### src/rtl/uart_pkg.sv
// Shared types and constants for the UART transmit arbiter.
package uart_pkg;

    // Arbiter FSM states: waiting for a request, waiting for uart_tx to start,
    // and waiting for the frame to finish.
    typedef enum logic [1:0] {
        A_IDLE   = 2'd0,
        A_LAUNCH = 2'd1,
        A_BUSY   = 2'd2
    } arb_state_t;

    // Payload width of one UART frame.
    localparam int UART_DW = 8;

endpackage

### src/rtl/uart_tx_arbiter_rr_pick.sv
// Combinational round-robin picker: starting at ptr, returns the first
// pending requester as a one-hot vector and as a binary index.
module rr_pick #(
    parameter int N_REQ = 4,
    parameter int PW    = (N_REQ > 1) ? $clog2(N_REQ) : 1
) (
    input  logic [N_REQ-1:0] req,
    input  logic [PW-1:0]    ptr,
    output logic [N_REQ-1:0] onehot,
    output logic [PW-1:0]    idx,
    output logic             valid
);

    // cand[gi] is the requester examined at search offset gi from ptr.
    // The wrap is computed explicitly so N_REQ need not be a power of two.
    logic [PW-1:0]    cand [N_REQ];
    logic [N_REQ-1:0] hit;

    generate
        for (genvar gi = 0; gi < N_REQ; gi++) begin : g_cand
            logic [PW:0] sum;
            assign sum       = {1'b0, ptr} + (PW+1)'(gi);
            assign cand[gi]  = (sum >= (PW+1)'(N_REQ)) ? PW'(sum - (PW+1)'(N_REQ))
                                                       : sum[PW-1:0];
            assign hit[gi]   = req[cand[gi]];
        end
    endgenerate

    // Lowest search offset with a pending request wins.
    always_comb begin
        onehot = '0;
        idx    = '0;
        valid  = 1'b0;
        for (int i = N_REQ - 1; i >= 0; i--) begin
            if (hit[i]) begin
                valid = 1'b1;
                idx   = cand[i];
            end
        end
        if (valid) begin
            onehot[idx] = 1'b1;
        end
    end

endmodule

### src/rtl/uart_tx_arbiter.sv
// Round-robin arbiter sharing one uart_tx between N_REQ byte producers,
// with optional locked bursts and a launch timeout that sets a sticky error.
module uart_tx_arbiter
    import uart_pkg::*;
#(
    parameter int N_REQ     = 4,
    parameter int MAX_BURST = 16,
    parameter int LAUNCH_TO = 15
) (
    input  logic                     clk,
    input  logic                     rst_n,
    input  logic [N_REQ-1:0]         req_i,
    input  logic [N_REQ-1:0]         lock_i,
    input  logic [UART_DW*N_REQ-1:0] data_i,
    output logic [N_REQ-1:0]         ack_o,
    output logic [N_REQ-1:0]         grant_o,
    output logic                     busy_o,
    output logic                     err_o,
    output logic                     tx_start,
    output logic [UART_DW-1:0]       tx_data,
    input  logic                     tx_idle
);

    localparam int PW = (N_REQ > 1) ? $clog2(N_REQ) : 1;
    localparam int BW = $clog2(MAX_BURST) + 1;
    localparam int TW = (LAUNCH_TO > 0) ? $clog2(LAUNCH_TO + 1) : 1;

    arb_state_t         state_reg, state_next;
    logic [PW-1:0]      rr_ptr_reg, rr_ptr_next;
    logic [PW-1:0]      owner_reg, owner_next;
    logic [BW-1:0]      burst_cnt_reg, burst_cnt_next;
    logic [TW-1:0]      to_cnt_reg, to_cnt_next;
    logic [N_REQ-1:0]   grant_reg, grant_next;
    logic [UART_DW-1:0] data_reg, data_next;
    logic               err_reg, err_next;
    logic               start_reg, start_next;

    logic [UART_DW-1:0] data_lane [N_REQ];
    logic [N_REQ-1:0]   win_onehot;
    logic [PW-1:0]      win_idx;
    logic               win_valid;
    logic [PW-1:0]      ptr_after;

    // Split the flat data bus into per-requester byte lanes.
    generate
        for (genvar gi = 0; gi < N_REQ; gi++) begin : g_lane
            assign data_lane[gi] = data_i[gi*UART_DW +: UART_DW];
        end
    endgenerate

    rr_pick #(
        .N_REQ (N_REQ),
        .PW    (PW)
    ) u_rr_pick (
        .req    (req_i),
        .ptr    (rr_ptr_reg),
        .onehot (win_onehot),
        .idx    (win_idx),
        .valid  (win_valid)
    );

    // The requester after the current owner starts the next search.
    assign ptr_after = (owner_reg == PW'(N_REQ - 1)) ? '0 : owner_reg + 1'b1;

    // State, counters and the captured payload.
    always_ff @(posedge clk) begin
        if (!rst_n) begin
            state_reg     <= A_IDLE;
            rr_ptr_reg    <= '0;
            owner_reg     <= '0;
            burst_cnt_reg <= '0;
            to_cnt_reg    <= '0;
            grant_reg     <= '0;
            data_reg      <= '0;
            err_reg       <= 1'b0;
            start_reg     <= 1'b0;
        end else begin
            state_reg     <= state_next;
            rr_ptr_reg    <= rr_ptr_next;
            owner_reg     <= owner_next;
            burst_cnt_reg <= burst_cnt_next;
            to_cnt_reg    <= to_cnt_next;
            grant_reg     <= grant_next;
            data_reg      <= data_next;
            err_reg       <= err_next;
            start_reg     <= start_next;
        end
    end

    // Next-state logic; tx_start is registered so it is high only on the
    // first cycle of A_LAUNCH.
    always_comb begin
        state_next     = state_reg;
        rr_ptr_next    = rr_ptr_reg;
        owner_next     = owner_reg;
        burst_cnt_next = burst_cnt_reg;
        to_cnt_next    = to_cnt_reg;
        grant_next     = grant_reg;
        data_next      = data_reg;
        err_next       = err_reg;
        start_next     = 1'b0;
        ack_o          = '0;

        case (state_reg)
            A_IDLE: begin
                if (win_valid && tx_idle) begin
                    owner_next  = win_idx;
                    grant_next  = win_onehot;
                    data_next   = data_lane[win_idx];
                    to_cnt_next = TW'(LAUNCH_TO);
                    start_next  = 1'b1;
                    state_next  = A_LAUNCH;
                end
            end
            A_LAUNCH: begin
                if (!tx_idle) begin
                    // uart_tx has taken the byte.
                    ack_o      = grant_reg;
                    state_next = A_BUSY;
                end else if (to_cnt_reg == '0) begin
                    // uart_tx never started: flag it and move on to the next requester.
                    err_next       = 1'b1;
                    rr_ptr_next    = ptr_after;
                    grant_next     = '0;
                    burst_cnt_next = '0;
                    state_next     = A_IDLE;
                end else begin
                    to_cnt_next = to_cnt_reg - 1'b1;
                end
            end
            A_BUSY: begin
                if (tx_idle) begin
                    if (lock_i[owner_reg] && req_i[owner_reg] &&
                        (burst_cnt_reg < BW'(MAX_BURST - 1))) begin
                        // Locked owner keeps the line for another byte.
                        burst_cnt_next = burst_cnt_reg + 1'b1;
                        data_next      = data_lane[owner_reg];
                        to_cnt_next    = TW'(LAUNCH_TO);
                        start_next     = 1'b1;
                        state_next     = A_LAUNCH;
                    end else begin
                        burst_cnt_next = '0;
                        rr_ptr_next    = ptr_after;
                        grant_next     = '0;
                        state_next     = A_IDLE;
                    end
                end
            end
            default: begin
                state_next = A_IDLE;
            end
        endcase
    end

    assign grant_o  = grant_reg;
    assign busy_o   = (state_reg != A_IDLE);
    assign err_o    = err_reg;
    assign tx_start = start_reg;
    assign tx_data  = data_reg;

endmodule

### config.mk
export PLATFORM = sky130hd
export DESIGN_NAME = uart_tx_arbiter
export DESIGN_NICKNAME = d
export VERILOG_FILES = /design/src/rtl/uart_pkg.sv /design/src/rtl/uart_tx_arbiter_rr_pick.sv /design/src/rtl/uart_tx_arbiter.sv
export SDC_FILE = /design/constraint.sdc
export NUM_CORES = 1
export LEC_CHECK = 0
export BUFFER_PORTS_ARGS = -buffer_cell sky130_fd_sc_hd__buf_2
export CAP_MARGIN = 10
export CORE_UTILIZATION = 48
export DETAILED_ROUTE_END_ITERATION = 10
export GPL_TIMING_DRIVEN = 0
export PLACE_DENSITY = 0.75
export SYNTH_ARGS = -nofsm -noshare
export SYNTH_HDL_FRONTEND = slang
export SYNTH_HIERARCHICAL = 1
export SYNTH_SLANG_ARGS = --single-unit
### constraint.sdc
create_clock -name clk -period 6.3 [get_ports clk]
set_input_delay 1.26 -clock clk [delete_from_list [all_inputs] [get_ports clk]]
set_output_delay 1.26 -clock clk [all_outputs]
set_load 0.05 [all_outputs]
After elaboration in Yosys (flattened, before gate mapping)
Cells that the tools add are included.

storage, ports and cells
  register bits after elaboration = 29
  input port bits = 43
  output and inout port bits = 19
  logic and storage cells = 136

operators by class
  add/sub/neg operators = 10
  order comparisons = 14
  equal/unequal tests = 11
  muxes and demuxes = 72
  bitwise operators = 2
  reduce and logical (&&, ||, !) cells = 18

operators by type and width
  operator               number
  $mux W8                7
  $mux W4                13
  $mux W2                17
  $bmux W8 S2            2
  $pmux W4 S3            2
  $mux W5                4
  $lt A2 B3 Y1 const B   6
  $pmux W8 S2            1
  $ge A3 B3 Y1 const B   5
  $mux W1                15
  $ne A2 B2 Y1 const B   7
  $bmux W1 S2            6
  $reduce_and A6 Y1      2
  $pmux W5 S2            1
  $reduce_and A4 Y1      2
  $sub A2 B1 Y2 const B  4
  $add A2 B2 Y3 const B  2
  $not A2 Y3             2
  $pmux W2 S3            1
  $reduce_and A3 Y1      2
  $reduce_bool A2 Y1     3
  $add A5 B1 Y5 const B  1
  $lt A5 B4 Y1 const B   1
  $reduce_and A5 Y1      1
  other kinds (16)       20

Depth between registers and ports, before layout
Gate-level depths: netlist (run 1).

  depth after elaboration = 16
  mapped depth = 8
  depth with buffers taken out = 7

Modules after synthesis
Netlist (run 1), hierarchy kept.

modules (own cells, without submodules)
  module           times used  cells an instance  area each (um^2)  sequential area each (um^2)
  uart_tx_arbiter  1           195                1920.6            580.6
  rr_pick          1           33                 211.5             0.0

Worst setup path after synthesis (run 1)
Ideal clock, no wire load.

  path type = in2out
  start = input port tx_idle
  end = output port ack_o[0]
  arrival time = 2.053 ns
  required time = 5.040 ns
  path slack = 2.987 ns
  cell stages on the path = 3
  path buffers = 1
  path through = clkbuf_1 -> nor2b_1 -> and2_1

between the ends
  longest elaborated chain between the ends = 2

ends and longest elaborated chain
  element      line                    text
  from (decl)  uart_tx_arbiter.sv:21   input logic tx_idle
  $mux W4      uart_tx_arbiter.sv:116  if (!tx_idle) begin
  $mux W4      uart_tx_arbiter.sv:104  case (state_reg)
  to (decl)    uart_tx_arbiter.sv:15   output logic [N_REQ-1:0] ack_o,

No other way between the ends.

Worst setup path after layout (run 1)
  start = input port tx_idle
  end = output port ack_o[2]

The elaborated chain is that of the path after synthesis.

==> run metrics, run 1 <==
RD Place Congestion 0.8898; total of warnings raised by yosys 6; master of the slowest instance on the critical path nor2b_1; layout-stage area growth over the synthesis result 20.89%; number of hold-repair buffers added at the cts stage 0; data required time at the worst endpoint 5040 ps; core area 4144 sq um; H-tree depth reported by CTS 2; critical path type input port to output pin; DIE WIDTH 68.65 microns; max-cap viol count 0; number of global-route vias before repair 1751; actual slew at the worst max-slew pin 539.2 ps; Detailed Route WL 4935 microns; static leakage 1.154 nW; number of rows in the core area 23; height of the die 68.65 microns; GRT Util Overall 0.2361; sw frac 0.4085; number of remaining DRC errors 0; routed vias 1998; I/O pin cnt 62; post-synth cell types 47; first-pass GRT wire length 8038 microns; Syn Nets 278; flip-flop and latch area 580.6 sq um; source-to-sink clock delay at the later pin of the worst-skew pair 280 ps; library cell with the largest summed area after synthesis dfxtp_1; delay of the slowest cell on the worst path 280 ps; final setup skew 4.256 ps; TritonCTS clock tree done; P_sw 284.2 uW; share of async-settable or async-resettable flops after synthesis 0; share of final-layout standard cells stronger than drive strength 1 0.3345; top-area cell type share of the netlist area 0.2723; CP top delay family simple AND/OR/NAND/NOR gates; Clk network pwr share 0.215; detail-routed via count per cell 5.775; peak clock frequency supported by timing 294.0 MHz; Main synth FF type dfxtp_1; number of flip-flops in the largest register 8; antenna violations before repair 0; initial core utilization 0.5145; tightest slew margin relative to the limit 0.6394; combined area of all synthesized cells 2132 sq um; final hold slack 456.9 ps; half-perimeter wire length after detailed placement 3780 microns; synthesized area divided by synthesized cell count 9.351 sq um; kind of path behind the tightest hold check register to register; pin count of the biggest net entering global routing 11; root buf cell clkbuf_8; setup slack after placement 2882 ps; number of buffers added by the clock tree synthesis step 5; Final Max Slew Viols 0; Final nets 345; final total negative setup slack 0 ps; sequential area share after synthesis 0.2723; worst endpoint data arrival time 2140 ps; Filler cells 376; relative contribution of sequential cells to total power 0.338; category of the worst setup path capture point output pin; count of final hold-check violations 0; internal power of the cells 411.5 uW; critical-path cell list clkbuf_1 > nor2b_1 > and2_1 > buf_2; Max rail drop VDD 0.00009939 V; # Post-CTS Setup Buffers 0; drt first pass iters 5; post-cts sizing count 0; footprint of the multi-input gates 1384 sq um; Clk pin slew, worst setup/hold paths 60 ps; combined buffer and inverter count along the critical path 2; number of antenna-violating nets in the routed design 0; final core occ 0.6220; Post-Place Cell Area 2495 sq um; largest fanout on the critical path 9; Wirelength per Cell 14.26 microns; post-route cell area 2577 sq um; count of mapped cells out of synthesis 228; leading cell types by total area after synthesis dfxtp_1 (27%), mux4_2 (17%), mux2i_1 (7.5%); setup repair after global routing missed its margin false; startpoint types input port; drt initial violations 132; number of buffers between clock root and the deepest sink 2; TritonCTS sink count 29; total of flip-flops plus latches after synthesis 29; count of input and output buffers 60; number of enable flip-flop cells after synthesis 0; share of the cycle needed by the critical path after routing 0.5399; Gate power share 0.446; result of the run completed; Total Die Area 4712 sq um; Antenna Diode Count 0; smallest setup slack after layout 2898 ps; power density of the placed cells 269.9 nW/um^2; min cycle time layout 3402 ps; final number of setup-violating endpoints 0; Congestion Overflow GR 0
-- synthesized netlist by cell type, types with 3 or more instances --
cell type / n
nand2_1: 16
and3_1: 3
dfxtp_1: 29
mux2i_1: 16
o21ai_0: 6
mux4_2: 16
nand3b_1: 5
nor2_1: 9
a21oi_1: 22
a311oi_1: 9
nand3_1: 4
buf_2: 5
ha_1: 7
a31oi_1: 6
nand4_1: 3
buf_6: 3
and2_1: 7
clkbuf_1: 10
inv_1: 15
-- worst reg2reg max path, delay by kind of cell, from the launching register on --
family                   cells  cell delay (ps)
AO/OA/AOI/OAI                2              490
adder cells (fa/ha/maj)      1              200
flip-flops                   1              360
buffers and inverters        4              970
AND/OR/NAND/NOR              1              140
-- cell type report --
class / count / area share
Clock inverter: 2 / 0.003883
Clock buffer: 6 / 0.02816
Timing Repair Buffer: 60 / 0.1165
Sequential cell: 29 / 0.2252
Multi-Input combinational cell: 164 / 0.5369
Buffer: 20 / 0.04320
Inverter: 15 / 0.02184
Tap cell: 50 / 0.02427
-- power groups by stage --
stage	Clock (mW)	Combinational, mW	Sequential (mW)
global route	0.163	0.340	0.239
CTS	0.155	0.310	0.235
detailed placement	0	0.310	0.239
finish	0.150	0.310	0.235
floorplan	0	0.191	0.286
global placement	0	0.306	0.239
-- routing by layer --
layer	wire, microns	GRT usage	part of all wire	up-vias
met5	0	0	0	-
met4	89	0.09375	0.018	0
met3	219	0.06250	0.044	8
met2	2316	0.3676	0.47	54
met1	2309	0.3100	0.47	929
li1	-	-	-	1007
-- cell usage in the layout, fill, tap and decap left out, types with 4 or more instances in the layout --
| cell | instances |
|---|---|
| buf_2 | 65 |
| dfxtp_1 | 29 |
| a21oi_1 | 22 |
| clkbuf_8 | 5 |
| clkbuf_1 | 11 |
| mux4_2 | 16 |
| a31oi_1 | 6 |
| nand3b_1 | 5 |
| mux2i_1 | 16 |
| ha_1 | 7 |
| nand3_1 | 4 |
| o21ai_0 | 6 |
| nand2_1 | 16 |
| inv_1 | 15 |
| and2_1 | 7 |
| nor2_1 | 9 |
| a311oi_1 | 9 |
-- final timing paths --
path | from | to | slack (ps) | depth (start not counted)
setup / recovery | tx_idle | ack_o[2] | 2900 | 4
hold / removal | burst_cnt_reg[4] | burst_cnt_reg[4] | 460 | 2
setup reg to reg | state_reg[0] | to_cnt_reg[2] | 4040 | 8
hold reg to reg | burst_cnt_reg[4] | burst_cnt_reg[4] | 460 | 2
-- kinds of logic (layout without fill, tap and decap cells) --
| family | count (synthesis) | in the layout | synth area share |
|---|---|---|---|
| compound gates | 65 | 65 | 0.2066 |
| fa+ha+maj | 7 | 7 | 0.04108 |
| buf+inv | 35 | 103 | 0.07863 |
| flops | 29 | 29 | 0.2723 |
| mux | 32 | 32 | 0.2441 |
| simple gates | 60 | 60 | 0.1573 |
-- per-stage QoR --
stage,power (mW),cells
2_1_floorplan,0.4771,228
3_3_place_gp,0.5450,338
3_5_place_dp,0.5488,338
4_1_cts,0.7005,346
5_1_grt,0.7426,346
6_report,0.6957,346
Power figures use the tool's default switching activity.
==> inputs of run 2 (changes only) <==
--- a/config.mk
+++ b/config.mk
@@ -7,10 +7,10 @@
 export LEC_CHECK = 0
 export BUFFER_PORTS_ARGS = -buffer_cell sky130_fd_sc_hd__buf_2
 export CAP_MARGIN = 10
-export CORE_UTILIZATION = 48
+export CORE_UTILIZATION = 47
 export DETAILED_ROUTE_END_ITERATION = 10
 export GPL_TIMING_DRIVEN = 0
-export PLACE_DENSITY = 0.75
+export PLACE_DENSITY = 0.76
 export SYNTH_ARGS = -nofsm -noshare
 export SYNTH_HDL_FRONTEND = slang
 export SYNTH_HIERARCHICAL = 1
==> constraint.sdc (replaced) <==
create_clock -name clk -period 3 [get_ports clk]
set_input_delay 0.6 -clock clk [delete_from_list [all_inputs] [get_ports clk]]
set_output_delay 0.6 -clock clk [all_outputs]
set_load 0.05 [all_outputs]
==> run 2 against run 1 <==
Compared with the run above: clock-buffer cell count stayed put; sequential cell count stayed put; hold slack hardly changed; final cell count is 0.58% higher; power is 110% higher; clock skew is 1.5 ps higher; critical path type is now register to output pin; critical endpoint is now ack_o[1]; largest cell class unchanged; largest power group unchanged; highest routed layer unchanged.
==> run metrics, run 2 (same netlist as run 1, synthesis figures left out) <==
result of the run completed; H-tree depth reported by CTS 2 (unchanged); Clk pin slew, worst setup/hold paths 60 ps (about the same); number of flip-flops in the largest register 8 (unchanged); Total Die Area 4809 sq um (+2.1%); category of the worst setup path capture point output pin; internal power of the cells 864.1 uW (+110%); Detailed Route WL 5169 microns (+4.7%); most common cell after layout, fill and taps aside buf_2; startpoint types register; # Post-CTS Setup Buffers 0 (unchanged); final total negative setup slack 0 ps (unchanged); number of remaining DRC errors 0 (unchanged); drt first pass iters 4 (-1); commonest cells after routing, fill and taps aside buf_2 (65), dfxtp_1 (29), a21oi_1 (22); number of buffers added by the clock tree synthesis step 5 (unchanged); core area 4354 sq um (+5.1%); final number of setup-violating endpoints 0 (unchanged); antenna violations before repair 0 (unchanged); final setup skew 5.799 ps (+1.544 ps); Antenna Diode Count 0 (unchanged); Gate power share 0.449 (+0.003); setup repair after global routing missed its margin false; root buf cell clkbuf_8; Wirelength per Cell 14.85 microns (+4.1%); sw frac 0.4085 (about the same); initial core utilization 0.4897 (-0.02484); TritonCTS clock tree done; Final Max Slew Viols 0 (unchanged); layout-stage area growth over the synthesis result 21.01% (about the same); count of final hold-check violations 0 (unchanged); final core occ 0.5925 (-0.02945); TritonCTS sink count 29 (unchanged); number of rows in the core area 24 (+4.3%); kind of path behind the tightest hold check register to register; power density of the placed cells 566.3 nW/um^2 (+110%); share of the cycle needed by the critical path after routing 0.8016; number of antenna-violating nets in the routed design 0 (unchanged); layer with the highest usage after global routing met2; tightest slew margin relative to the limit 0.6054 (-0.03403); GRT Util Overall 0.2176 (-0.01848); P_sw 596.8 uW (+110%); source-to-sink clock delay at the later pin of the worst-skew pair 290 ps (about the same); number of hold-repair buffers added at the cts stage 0 (unchanged); actual slew at the worst max-slew pin 590.1 ps (+50.88 ps); max-cap viol count 0 (unchanged); detail-routed via count per cell 5.920 (+2.5%); peak clock frequency supported by timing 415.8 MHz; drt initial violations 141 (+6.8%); pin count of the biggest net entering global routing 11 (unchanged); static leakage 1.154 nW (unchanged); share of final-layout standard cells stronger than drive strength 1 0.3345 (unchanged); min cycle time layout 2405 ps; half-perimeter wire length after detailed placement 3913 microns (+3.5%); critical path type register to output pin; post-route cell area 2580 sq um (about the same); RD Place Congestion 0.8294 (-6.8%); data required time at the worst endpoint 2400 ps (-2640 ps); met2 routing resource usage after global routing 0.3517 (-0.01597); height of the die 69.35 microns (+1.0%); number of global-route vias before repair 1866 (+6.6%); Reg2Reg Launch Point rr_ptr_reg[1]; filler-free cell count of the finished design 348 (+0.58%); Critical Path Source state_reg[1]; count of input and output buffers 60 (unchanged); post-cts sizing count 0 (unchanged); Cells after DPL 340 (+0.59%); first-pass GRT wire length 8445 microns (+5.1%); worst endpoint data arrival time 1800 ps (-340 ps); routed vias 2060 (+3.1%); Post-Place Cell Area 2497 sq um (+0.10%); Filler cells 384 (+2.1%); Congestion Overflow GR 0 (unchanged); I/O pin cnt 62 (unchanged); largest fanout on the critical path 10 (+1); met1 layer usage reported by global route 0.2889 (-0.02106); DIE WIDTH 69.35 microns (+1.0%); Final nets 345 (unchanged); global routing usage on met3 0.05087 (-0.01163); Clk network pwr share 0.213 (-0.002); launch point of the worst hold path burst_cnt_reg[4]; Max rail drop VDD 0.0002263 V (+130%); number of buffers between clock root and the deepest sink 2 (unchanged); relative contribution of sequential cells to total power 0.339 (about the same)
[run 2: cell counts in the layout (fill, tap and decap cells not counted)]
No cell type changed its count.
[run 2: metal layers]
layer  routed length (microns)  up-vias  share of wire
met3                       300        8          0.058
met1                      2293      978           0.44
met5                         0        -              0
li1                          -     1005              -
met4                        67        0          0.013
met2                      2507       69           0.49
[run 2: final timing paths]
path | to | slack, ps | cells after the start
worst min register to register | burst_cnt_reg[4] | 460 | 2
worst max-delay path | ack_o[1] | 600 | 6
worst min-delay path | burst_cnt_reg[4] | 460 | 2
worst max register to register | tx_data[7] | 660 | 8
[run 2: per-stage QoR]
step / hold WS [ps] / setup slack (ps) / power (mW)
6_report: 456.8 / 595.1 / 1.461
3_5_place_dp: 446.4 / 370.3 / 1.156
3_3_place_gp: 442.8 / 413.2 / 1.142
2_1_floorplan: 431.4 / 781.7 / 1.002
4_1_cts: 455.1 / 553.2 / 1.466
5_1_grt: 474.7 / 404.5 / 1.547
[run 2: power groups by stage]
stage	sequential, mW	combinational, mW	clock [mW]
2_1_floorplan	0.601	0.401	0
3_3_place_gp	0.501	0.642	0
3_5_place_dp	0.502	0.654	0
4_1_cts	0.494	0.656	0.315
5_1_grt	0.502	0.714	0.331
6_report	0.495	0.655	0.311
[run 2: area by class of cell]
class,count,area [sq um],share of cell area
Inverter,15,56.30,0.02182
Timing Repair Buffer,60,300.3,0.1164
Multi-Input combinational cell,164,1384,0.5364
Buffer,20,111.4,0.04316
Clock inverter,2,10.01,0.003880
Clock buffer,6,72.57,0.02813
Tap cell,52,65.06,0.02522
Sequential cell,29,580.6,0.2250
[run 2: worst max-delay path, cell delays in order (launching register included)]
cell     delay (ps)
dfxtp_1         340
inv_1           100
ha_1            180
buf_2           220
nor2b_1         280
and2_1          160
buf_2           250
